===== src/rtl/pump_pkg.sv =====
// Shared definitions for the preset-volume pump controller: state encodings,
// accumulator step size and default timing parameters.
`timescale 1ns/1ps
package pump_pkg;

    typedef enum logic [2:0] {
        S_IDLE  = 3'd0,
        S_ARM   = 3'd1,
        S_PUMP  = 3'd2,
        S_DONE  = 3'd3,
        S_FAULT = 3'd4
    } pump_state_t;

    localparam int VOL_STEP            = 50;
    localparam int DEBOUNCE_CYCLES_DEF = 20000;
    localparam int STALL_CYCLES_DEF    = 4000000;

endpackage


===== src/rtl/pump_batch_controller_btn_debounce.sv =====
// Button conditioner: 2-FF synchronizer, stable-sample debounce counter and
// a one-cycle pulse on the debounced rising edge.
`timescale 1ns/1ps
module btn_debounce
    import pump_pkg::*;
#(
    parameter int DEBOUNCE_CYCLES = DEBOUNCE_CYCLES_DEF
) (
    input  logic clk,
    input  logic rst_n,
    input  logic i_btn,
    output logic o_pulse
);

    localparam int                CNT_W    = $clog2(DEBOUNCE_CYCLES + 1);
    localparam logic [CNT_W-1:0]  CNT_LAST = CNT_W'(DEBOUNCE_CYCLES - 1);

    logic [1:0]       r_sync;
    logic [CNT_W-1:0] r_cnt;
    logic             r_level;
    logic             r_pulse;

    // The counter only runs while the synchronized sample disagrees with the
    // accepted level; any agreeing sample restarts the run.
    always_ff @(posedge clk) begin
        if (!rst_n) begin
            r_sync  <= 2'b00;
            r_cnt   <= '0;
            r_level <= 1'b0;
            r_pulse <= 1'b0;
        end else begin
            r_sync  <= {r_sync[0], i_btn};
            r_pulse <= 1'b0;
            if (r_sync[1] == r_level) begin
                r_cnt <= '0;
            end else if (r_cnt == CNT_LAST) begin
                r_cnt   <= '0;
                r_level <= r_sync[1];
                r_pulse <= r_sync[1];
            end else begin
                r_cnt <= r_cnt + 1'b1;
            end
        end
    end

    assign o_pulse = r_pulse;

endmodule


===== src/rtl/pump_batch_controller.sv =====
// Preset-volume dispense controller: drives the pump relay and accumulator
// clear, stops at the latched target, with tank-low interlock and stall watchdog.
`timescale 1ns/1ps
module pump_batch_controller
    import pump_pkg::*;
#(
    parameter int DEBOUNCE_CYCLES = DEBOUNCE_CYCLES_DEF,
    parameter int STALL_CYCLES    = STALL_CYCLES_DEF,
    parameter int VOL_W           = 16
) (
    input  logic             clk,
    input  logic             rst_n,
    input  logic             btn_start,
    input  logic             btn_stop,
    input  logic [VOL_W-1:0] preset_vol,
    input  logic             tank_low,
    input  logic [VOL_W-1:0] thetichdabom,
    output logic             relay_manual,
    output logic             vol_clr,
    output logic             busy,
    output logic             done,
    output logic             fault,
    output logic [2:0]       state
);

    localparam int                STALL_W    = $clog2(STALL_CYCLES + 1);
    localparam logic [STALL_W-1:0] STALL_LAST = STALL_W'(STALL_CYCLES - 1);

    logic             w_start_p;
    logic             w_stop_p;
    logic             w_start_ok;
    pump_state_t      w_state_nxt;

    pump_state_t      r_state;
    logic [VOL_W-1:0] r_target;
    logic [VOL_W-1:0] r_vol_prev;
    logic [STALL_W-1:0] r_stall;
    logic             r_relay;
    logic             r_vol_clr;
    logic             r_busy;
    logic             r_done;
    logic             r_fault;

    btn_debounce #(.DEBOUNCE_CYCLES(DEBOUNCE_CYCLES)) u_start_db (
        .clk     (clk),
        .rst_n   (rst_n),
        .i_btn   (btn_start),
        .o_pulse (w_start_p)
    );

    btn_debounce #(.DEBOUNCE_CYCLES(DEBOUNCE_CYCLES)) u_stop_db (
        .clk     (clk),
        .rst_n   (rst_n),
        .i_btn   (btn_stop),
        .o_pulse (w_stop_p)
    );

    assign w_start_ok = w_start_p && (preset_vol != '0) && !tank_low;

    always_comb begin
        w_state_nxt = r_state;
        case (r_state)
            S_IDLE:  if (w_start_ok) w_state_nxt = S_ARM;
            S_ARM:   w_state_nxt = S_PUMP;
            S_PUMP: begin
                if (tank_low)                        w_state_nxt = S_FAULT;
                else if (thetichdabom >= r_target)   w_state_nxt = S_DONE;
                else if (w_stop_p)                   w_state_nxt = S_IDLE;
                else if (r_stall == STALL_LAST)      w_state_nxt = S_FAULT;
            end
            S_DONE: begin
                if (w_stop_p)        w_state_nxt = S_IDLE;
                else if (w_start_ok) w_state_nxt = S_ARM;
            end
            S_FAULT: if (w_stop_p && !tank_low) w_state_nxt = S_IDLE;
            default: w_state_nxt = S_IDLE;
        endcase
    end

    // Outputs are decoded from the next state so they change on the same edge
    // as the state register and stay glitch-free Moore outputs.
    always_ff @(posedge clk) begin
        if (!rst_n) begin
            r_state    <= S_IDLE;
            r_target   <= '0;
            r_vol_prev <= '0;
            r_stall    <= '0;
            r_relay    <= 1'b0;
            r_vol_clr  <= 1'b0;
            r_busy     <= 1'b0;
            r_done     <= 1'b0;
            r_fault    <= 1'b0;
        end else begin
            r_state    <= w_state_nxt;
            r_relay    <= (w_state_nxt == S_PUMP);
            r_vol_clr  <= (w_state_nxt == S_ARM);
            r_busy     <= (w_state_nxt == S_ARM) || (w_state_nxt == S_PUMP);
            r_done     <= (w_state_nxt == S_DONE);
            r_fault    <= (w_state_nxt == S_FAULT);
            r_vol_prev <= thetichdabom;
            if (w_state_nxt == S_ARM) r_target <= preset_vol;
            // Stall run restarts on PUMP entry and on every volume movement.
            if ((r_state != S_PUMP) || (thetichdabom != r_vol_prev)) begin
                r_stall <= '0;
            end else if (r_stall != STALL_LAST) begin
                r_stall <= r_stall + 1'b1;
            end
        end
    end

    assign relay_manual = r_relay;
    assign vol_clr      = r_vol_clr;
    assign busy         = r_busy;
    assign done         = r_done;
    assign fault        = r_fault;
    assign state        = r_state;

endmodule


===== config.mk =====
export PLATFORM = sky130hd
export DESIGN_NAME = pump_batch_controller
export DESIGN_NICKNAME = d
export VERILOG_FILES = /design/src/rtl/pump_pkg.sv /design/src/rtl/pump_batch_controller_btn_debounce.sv /design/src/rtl/pump_batch_controller.sv
export SDC_FILE = /design/constraint.sdc
export NUM_CORES = 1
export LEC_CHECK = 0
export CAP_MARGIN = 20
export CORE_UTILIZATION = 55
export DETAILED_ROUTE_END_ITERATION = 16
export PLACE_DENSITY = 0.85
export RECOVER_POWER = 50
export SYNTH_ARGS = -nofsm -noshare
export SYNTH_HDL_FRONTEND = slang
export SYNTH_SLANG_ARGS = --single-unit
export TNS_END_PERCENT = 5

===== constraint.sdc =====
create_clock -name clk -period 2.45 [get_ports clk]
set_input_delay 0.735 -clock clk [delete_from_list [all_inputs] [get_ports clk]]
set_output_delay 0.735 -clock clk [all_outputs]
set_load 0.005 [all_outputs]

After elaboration in Yosys (flattened, before gate mapping):

Index checks and enable logic that the tools add are counted.
W data, S select, Z words.

* $add $sub $neg: 3
* order comparisons: 1
* equality and inequality tests: 16
* muxes and demuxes: 8
* bitwise gates (word level): 5
* reduce and logical (&&, ||, !) cells: 15

Operators with widths (number)
* $add A15 B1 Y15 const B: 2
* $eq A15 B15 Y1 const B: 2
* $add A22 B1 Y22 const B: 1
* $eq A22 B22 Y1 const B: 1
* $ne A22 B22 Y1 const B: 1
* $mux W3: 7
* $ge A16 B16 Y1: 1
* $ne A16 B16 Y1: 1
* $reduce_bool A16 Y1: 1
* $pmux W3 S5: 1
* $eq A3 B2 Y1 const B: 4
* $reduce_or A3 Y1: 4
* $eq A3 B1 Y1 const B: 2
* $eq A3 B3 Y1 const B: 2
* $not A1 Y1: 5
* $reduce_and A2 Y1: 2
* $logic_and A1 B1 Y1: 3
* $logic_not A3 Y1: 1
* $ne A3 B2 Y1 const B: 1
* $eq A1 B1 Y1: 2
* $logic_or A1 B1 Y1: 2
* $reduce_or A2 Y1: 1
* $logic_not A1 Y1: 1

* flip-flop bits (word level): 100
* input bits: 37
* output and inout port bits: 8
* word-level logic and storage cells: 65

Logic depth before layout (Yosys ltp):

* depth after elaboration: 8
* mapped depth: 7
* gate-level depth less buffers: 7

Modules after synthesis:

A second synthesis with hierarchy kept.

* cell total of the unflattened synthesis: 513
* area total of the unflattened synthesis: 4608.2 sq um

By module, submodules not included
* pump_batch_controller: instances 1, cells an instance 333, area each 2989.1 sq um, sequential area each 1241.2 sq um
* btn_debounce: instances 2, cells an instance 90, area each 809.5 sq um, sequential area each 380.4 sq um

Worst setup path before layout:

OpenSTA, ideal clock, no wires.

* kind: input to register
* start: in rst_n
* end: reg r_stall[6]
* library setup time: 79 ps
* arrival time: 2157 ps
* data required time: 2371 ps
* slack: 213 ps
* stages: 7
* path buffers: 2
* path through: buf_2 -> nand2b_4 -> or4_4 -> nor4_2 -> nand4_1 -> buf_4 -> a211oi_2

* word-level cells in the longest chain between the ends: 2

RTL lines
* from (decl): line pump_batch_controller.sv:12 `input logic rst_n,`
* $not A1 Y1 (no line)
* $reduce_or A2 Y1 (no line)
* to (signal assigned): line pump_batch_controller.sv:106 `r_stall <= r_stall + 1'b1;`
* to (decl): line pump_batch_controller.sv:37 `logic [STALL_W-1:0] r_stall;`

No other way between the ends.
A chain may end at the register's enable or synchronous reset.

Worst setup path after layout:

* start: in rst_n
* end: reg r_stall[4]

Same word-level chain as after synthesis.

==> results by group <==
Synth
  – Leading area contributor after synthesis: dfxtp_1
  – Avg Cell Area, Syn: 8.85 µm²
  – Seq/Total Area, Yosys: 44.0%
  – Top_reg_cell synth: dfxtp_1
  – Post-synthesis async set-or-reset flop share: 0%
  – Gate Count Post-Synth: 514
  – Post-synth EDFFs: 0
  – YS warnings: 0
  – Seq cells post-synth: 100
  – Syn Nets: 570
  – Yosys top cell area share: 44.0%
  – Unique masters post-synth: 46
  – Synthesized area: 4550 µm²
  – Area contributors post-synth: dfxtp_1, xnor2_1, nor2_1, ha_1, xor2_1

Clock network
  – CTS tree: done
  – CTS Buf Count: 9
  – Worst-path clk slew: 0.09 ns
  – Post_cts resized: 0
  – CTS Hold Bufs: 0
  – Root buf cell: clkbuf_8
  – Clock Sinks: 100
  – Number of setup buffers added after CTS: 0
  – Clock latency reported for the late side of the worst-skew pair: 0.36 ns
  – CTS max path bufs: 2
  – Htree depth: 3

Placed design
  – I/O Buffers: 44
  – GP Congestion: 0.838
  – Placed instance area: 5280 µm²
  – Post-DP HPWL: 7.16 mm
  – DP Worst Slack: -0.295 ns

Cells and area
  – Layout cells sized above 1: 8.86%
  – Sequential cell area: 2000 µm²
  – Filler cells: 626
  – Antenna Cells: 0
  – Nets: 638
  – Final Instance Area: 5470 µm²
  – Area grow syn2layout: 20.2%
  – Multi-input gate area: 2390 µm²

STA
  – Pins Over Slew Limit: 0
  – Final period demand of the worst path: 2.35 ns
  – Final Skew: 0.00906 ns
  – Final setup margin: 0.0982 ns
  – Slew HR: 54.6%
  – Worst slew pin tran: 0.682 ns
  – Final hold violations: 0
  – Fmax: 425 MHz
  – Final period util: 96.0%
  – # setup viols final: 0

GRT
  – Congestion Overflow GR: 0
  – Total Routing Usage GR: 24.3%
  – Vias in the first global route: 3,768
  – Largest net degree at the start of global routing: 45
  – Initial antenna violation count: 0
  – First-pass GRT wire length: 16.6 mm

Floorplanning
  – Io pins: 45
  – Starting density of the core: 58.0%
  – Std cell rows: 32
  – Die height: 93.0 µm
  – Die area: 8640 µm²
  – Core ar.: 7850 µm²
  – Die span in x: 93.0 µm

Critical path
  – Max stage delay on crit path: 0.55 ns
  – CP required: 2.72 ns
  – Critical Path Fanout Max: 22
  – Critical path type: primary input to flip-flop
  – Reg-to-reg slack, setup: 0.42 ns
  – Startpoint Class: primary input
  – Crit. End Element: flip-flop
  – Critical path data arrival time: 2.63 ns
  – CP max stage cell: clkdlybuf4s50_1
  – Crit-path cells: clkdlybuf4s50_1 -> nand2b_4 -> or4_4 -> nor4_2 -> nand4_1 -> buf_4 -> a211oi_1

Power and ir drop
  – Leak: 1.86 nW
  – VDD IR max: 0.377 mV
  – Power per cell area: 522 nW/µm²

Detailed routing
  – 1st-iter DRT viols: 195
  – Detail Route Antenna Nets: 0
  – Vias: 3,728
  – DRT Pass-1 Iters: 5
  – DRC viols: 0
  – Vias/cell: 5.41
  – Final WL: 9.67 mm
  – Drt wl/cell: 14.0 µm

Status
  – Run status: complete, no violations

Run
  – Max Cap Viol: 0

Worst hold path
  – Hold Crit Class: flip-flop to flip-flop
path summary, 6_finish.rpt:
| check | depth (start not counted) | startpoint | end |
|---|---|---|---|
| max reg2reg | 6 | state[1]$_SDFF_PN0_ | r_stall[4]$_SDFFE_PP0N_ |
| min reg2reg | 1 | u_start_db.r_sync[0]$_SDFF_PN0_ | u_start_db.r_sync[1]$_SDFF_PN0_ |
| min | 1 | u_start_db.r_sync[0]$_SDFF_PN0_ | u_start_db.r_sync[1]$_SDFF_PN0_ |
| max | 7 | rst_n | r_stall[4]$_SDFFE_PP0N_ |
registers in the layout, indices dropped and copies added (netlist names), 2 cells and up:
signal,count
r_vol_prev,16
state,3
r_target,16
u_stop_db.r_sync,2
u_start_db.r_sync,2
u_stop_db.r_cnt,15
u_start_db.r_cnt,15
r_stall,22
placed cells by master, fill, tap and decap left out, types with 6 or more instances in the layout:
master,count
nor3_1,10
clkbuf_8,11
o21ai_0,23
a21oi_1,7
a21boi_0,14
dfxtp_1,100
nor2_1,71
ha_1,19
xor2_1,26
clkdlybuf4s50_1,44
inv_1,26
nand3_1,26
nand4_1,16
buf_4,24
nand2_1,34
and3_1,7
nor2b_1,6
and2_1,17
xnor2_1,34
nor4_1,12
per-stage QoR:
stage | std cells | TNS [ns] | power (mW) | hold WS, ns | utilization (%)
6_report | 689 | 0 | 2.85 | 0.451 | 69.7
5_1_grt | 689 | -0.0104 | 2.96 | 0.464 | 69.7
4_1_cts | 689 | 0 | 2.87 | 0.457 | 69.6
3_5_place_dp | 673 | -5.38 | 1.89 | 0.432 | 67.2
3_3_place_gp | 673 | -4.31 | 1.88 | 0.417 | 67.2
2_1_floorplan | 514 | 0 | 1.77 | 0.412 | -
logic make-up after synthesis:
family	count (synthesis)	share of synthesized area, %
and+or+nand+nor	224	25.4
adders and majority gates	19	5.23
buffers and inverters	42	3.66
AOI/OAI and AO/OA	65	9.30
muxes	4	0.880
xor gates and xnor gates	60	11.6
DFF	100	44.0
worst max-delay path, delay by kind of cell:
family / cells / cell delay (ns)
compound gates: 1 / 0.20
buf+inv: 2 / 0.78
simple gates: 4 / 0.90
layout make-up:
| class | instances | area share (%) |
|---|---|---|
| Multi-Input combinational cell | 372 | 43.8 |
| Sequential cell | 100 | 36.6 |
| Timing Repair Buffer | 72 | 12.0 |
| Clock buffer | 12 | 2.84 |
| Tap cell | 102 | 2.33 |
| Inverter | 27 | 1.85 |
| Clock inverter | 4 | 0.618 |
Yosys cell counts (all sizes together), types with 10 or more instances:
library cell  instances
xnor2                34
nor3                 10
nand3                26
nand4                16
nor2                 71
and2                 22
ha                   19
inv                  27
a21boi               15
clkbuf               10
xor2                 26
o21ai                23
nand2                34
nor4                 13
dfxtp               100
where the power goes:
group,leakage [nW],total (mW),switching (mW),internal (mW)
registers,0.811,1.65,0.00850,1.64
logic,0.960,0.205,0.0842,0.121
clock network,0.0928,0.996,0.565,0.431
metal layers:
metal  vias up  wire length [µm]  global-route usage (%)
met5         -                 0                       0
met4         0               230                    8.59
met3        19               407                    6.40
met2        77              4730                    42.3
met1      1729              4300                    28.7
li1       1903                 -                       -
Power figures use the tool's default switching activity.
==> patch (same flow settings) <==
The package constant `DEBOUNCE_CYCLES_DEF` goes from 20000 to 10000.
--- a/src/rtl/pump_pkg.sv
+++ b/src/rtl/pump_pkg.sv
@@ -13,5 +13,5 @@
 
     localparam int VOL_STEP            = 50;
-    localparam int DEBOUNCE_CYCLES_DEF = 20000;
+    localparam int DEBOUNCE_CYCLES_DEF = 10000;
     localparam int STALL_CYCLES_DEF    = 4000000;
 
Function: no difference found for any inputs over 10 cycles, from zero or initial values and one cycle with rst_n low; that may be too few to reach the edited logic, so the function may still have changed.
==> patch against the original RTL <==
Cell area down 0.39%. Total power is 3.1% higher. Sequential cell count decreased by 2. Area after synthesis grew 0.14%. Worst setup slack worse by 0.015 ns. Final cell count is 3.5% lower. Routed wire length fell by 2.4%. Core utilization is 0.62 points lower. Critical path type unchanged. Largest power group unchanged.
==> patch: results (changes against the original RTL) <==
* WL final at 9.44 mm (-2.4%)
* DRT Pass-1 Iters at 4 (-1)
* Crit path max-delay family: compound AO/OA/AOI/OAI gates
* CTS Buf Count at 9 (unchanged)
* Met1 usage at 27.8% (-0.94 points)
* Worst hold margin at 0.440 ns (-0.0107 ns)
* Pin slew with the least headroom to its limit at 0.762 ns (+0.0799 ns)
* Slowest stage delay, CP at 0.44 ns (-0.11 ns)
* Met1 WL at 3.96 mm (-8.1%)
* Number of global-route vias before repair at 3558 (-5.6%)
* Routed met2 length at 4.88 mm (+3.3%)
* Synth top area share at 43.1% (-0.94 points)
* Reg2reg setup slack at 0.37 ns (-0.05 ns)
* GRT Resource Usage Total at 23.2% (-1.1 points)
* CP Max Fanout at 4 (-82%)
* Library cells used by synthesis at 53 (+15%)
* Total number of vias at 3650 (-2.1%)
* Routing usage on met2 at 41.9% (-0.43 points)
* Worst r2r dst: r_stall[19]
* Commonest cells post-synth: dfxtp_1, nor2_1, xnor2_1
* Final cell count without fillers at 665 (-3.5%)
* Internal power at 2300 uW (+4.9%)
* WP data arrival at 2.65 ns (+0.02 ns)
* Placed Instances at 650 (-3.4%)
* CP startpoint: thetichdabom[11]
* Global-route wire length before repair at 15.9 mm (-4.3%)
* Clk_skew at 0.0110 ns (+0.00192 ns)
* Share of cells above drive strength 1 at 9.95% (+1.1 points)
* Placed Area at 5230 um2 (-0.78%)
* Post-Synthesis Cells at 495 (-3.7%)
* Status: finished clean
* RD Place Congestion at 0.791 (-5.6%)
* Pin count of the biggest net entering global routing at 49 (+8.9%)
* RR Startpoint: r_stall[0]
* Placement Setup Slack at -0.351 ns (-0.0570 ns)
* Synth top area cells: dfxtp_1, xnor2_1, ha_1
* Metal3 WL at 424 um (+4.2%)
* DRT iter0 DRCs at 141 (-28%)
* Register area share after synthesis at 43.1% (-0.94 points)
* VDD IR max at 0.449 mV (+19%)
* Fin nets at 615 (-3.6%)
* Syn_nets at 551 (-3.3%)
* Met3 usage at 4.39% (-2.0 points)
* H-tree depth at 3 (unchanged)
-- patch: cell types whose count changed after synthesis, sizes merged, moves of 5 or more --
cell	before	now
o21ai	23	18
a21boi	15	0
nor2b	6	20
a211oi	7	1
mux2i	4	18
nand2	34	26
nand3	26	17
nor2	71	63
inv	27	21
-- patch: layout make-up --
| class | instances | area, um2 |
|---|---|---|
| multi-input cells | 359 | 2420 |
| clock buffers | 9 | 124 |
| fillers | 577 | 2440 |
| well taps | 102 | 128 |
| clock inverters | 6 | 90.1 |
| inverters | 21 | 78.8 |
| flip-flops and latches | 98 | 1960 |
| repair buffers | 70 | 641 |
-- patch: logic make-up (layout without fill, tap and decap cells) --
kind of cell,Yosys count,count (layout),synth area share [%]
adders and majority gates,19,19,5.22
AOI/OAI and AO/OA,46,46,6.32
buffers and inverters,38,106,3.87
and+or+nand+nor,219,219,26.6
xor gates and xnor gates,57,57,11.0
DFF,98,98,43.1
muxes,18,18,3.95
-- patch: how the worst max path moves through the flow --
| stage | cells past startpoint | slack [ns] | endpoint |
|---|---|---|---|
| after floorplan | 6 | 0.30 | state[1] |
| after global placement | 7 | -0.28 | fault |
| after detailed placement | 7 | -0.35 | fault |
| after CTS | 7 | 0.01 | fault |
| after global routing | 7 | -0.01 | fault |
| final | 7 | 0.08 | fault |
-- patch: timing repair --
item | CTS | global route
hold buffers | 0 | 0
resized for setup | 0 | 1
setup endpoints to repair | 0 | 7
-- patch: power groups by stage --
stage | combinational [uW] | sequential, uW | clock [uW]
2_1_floorplan | 80.0 | 1650 | 0
3_3_place_gp | 186 | 1650 | 0
3_5_place_dp | 194 | 1660 | 0
4_1_cts | 198 | 1620 | 1140
5_1_grt | 214 | 1620 | 1210
6_report | 197 | 1620 | 1120
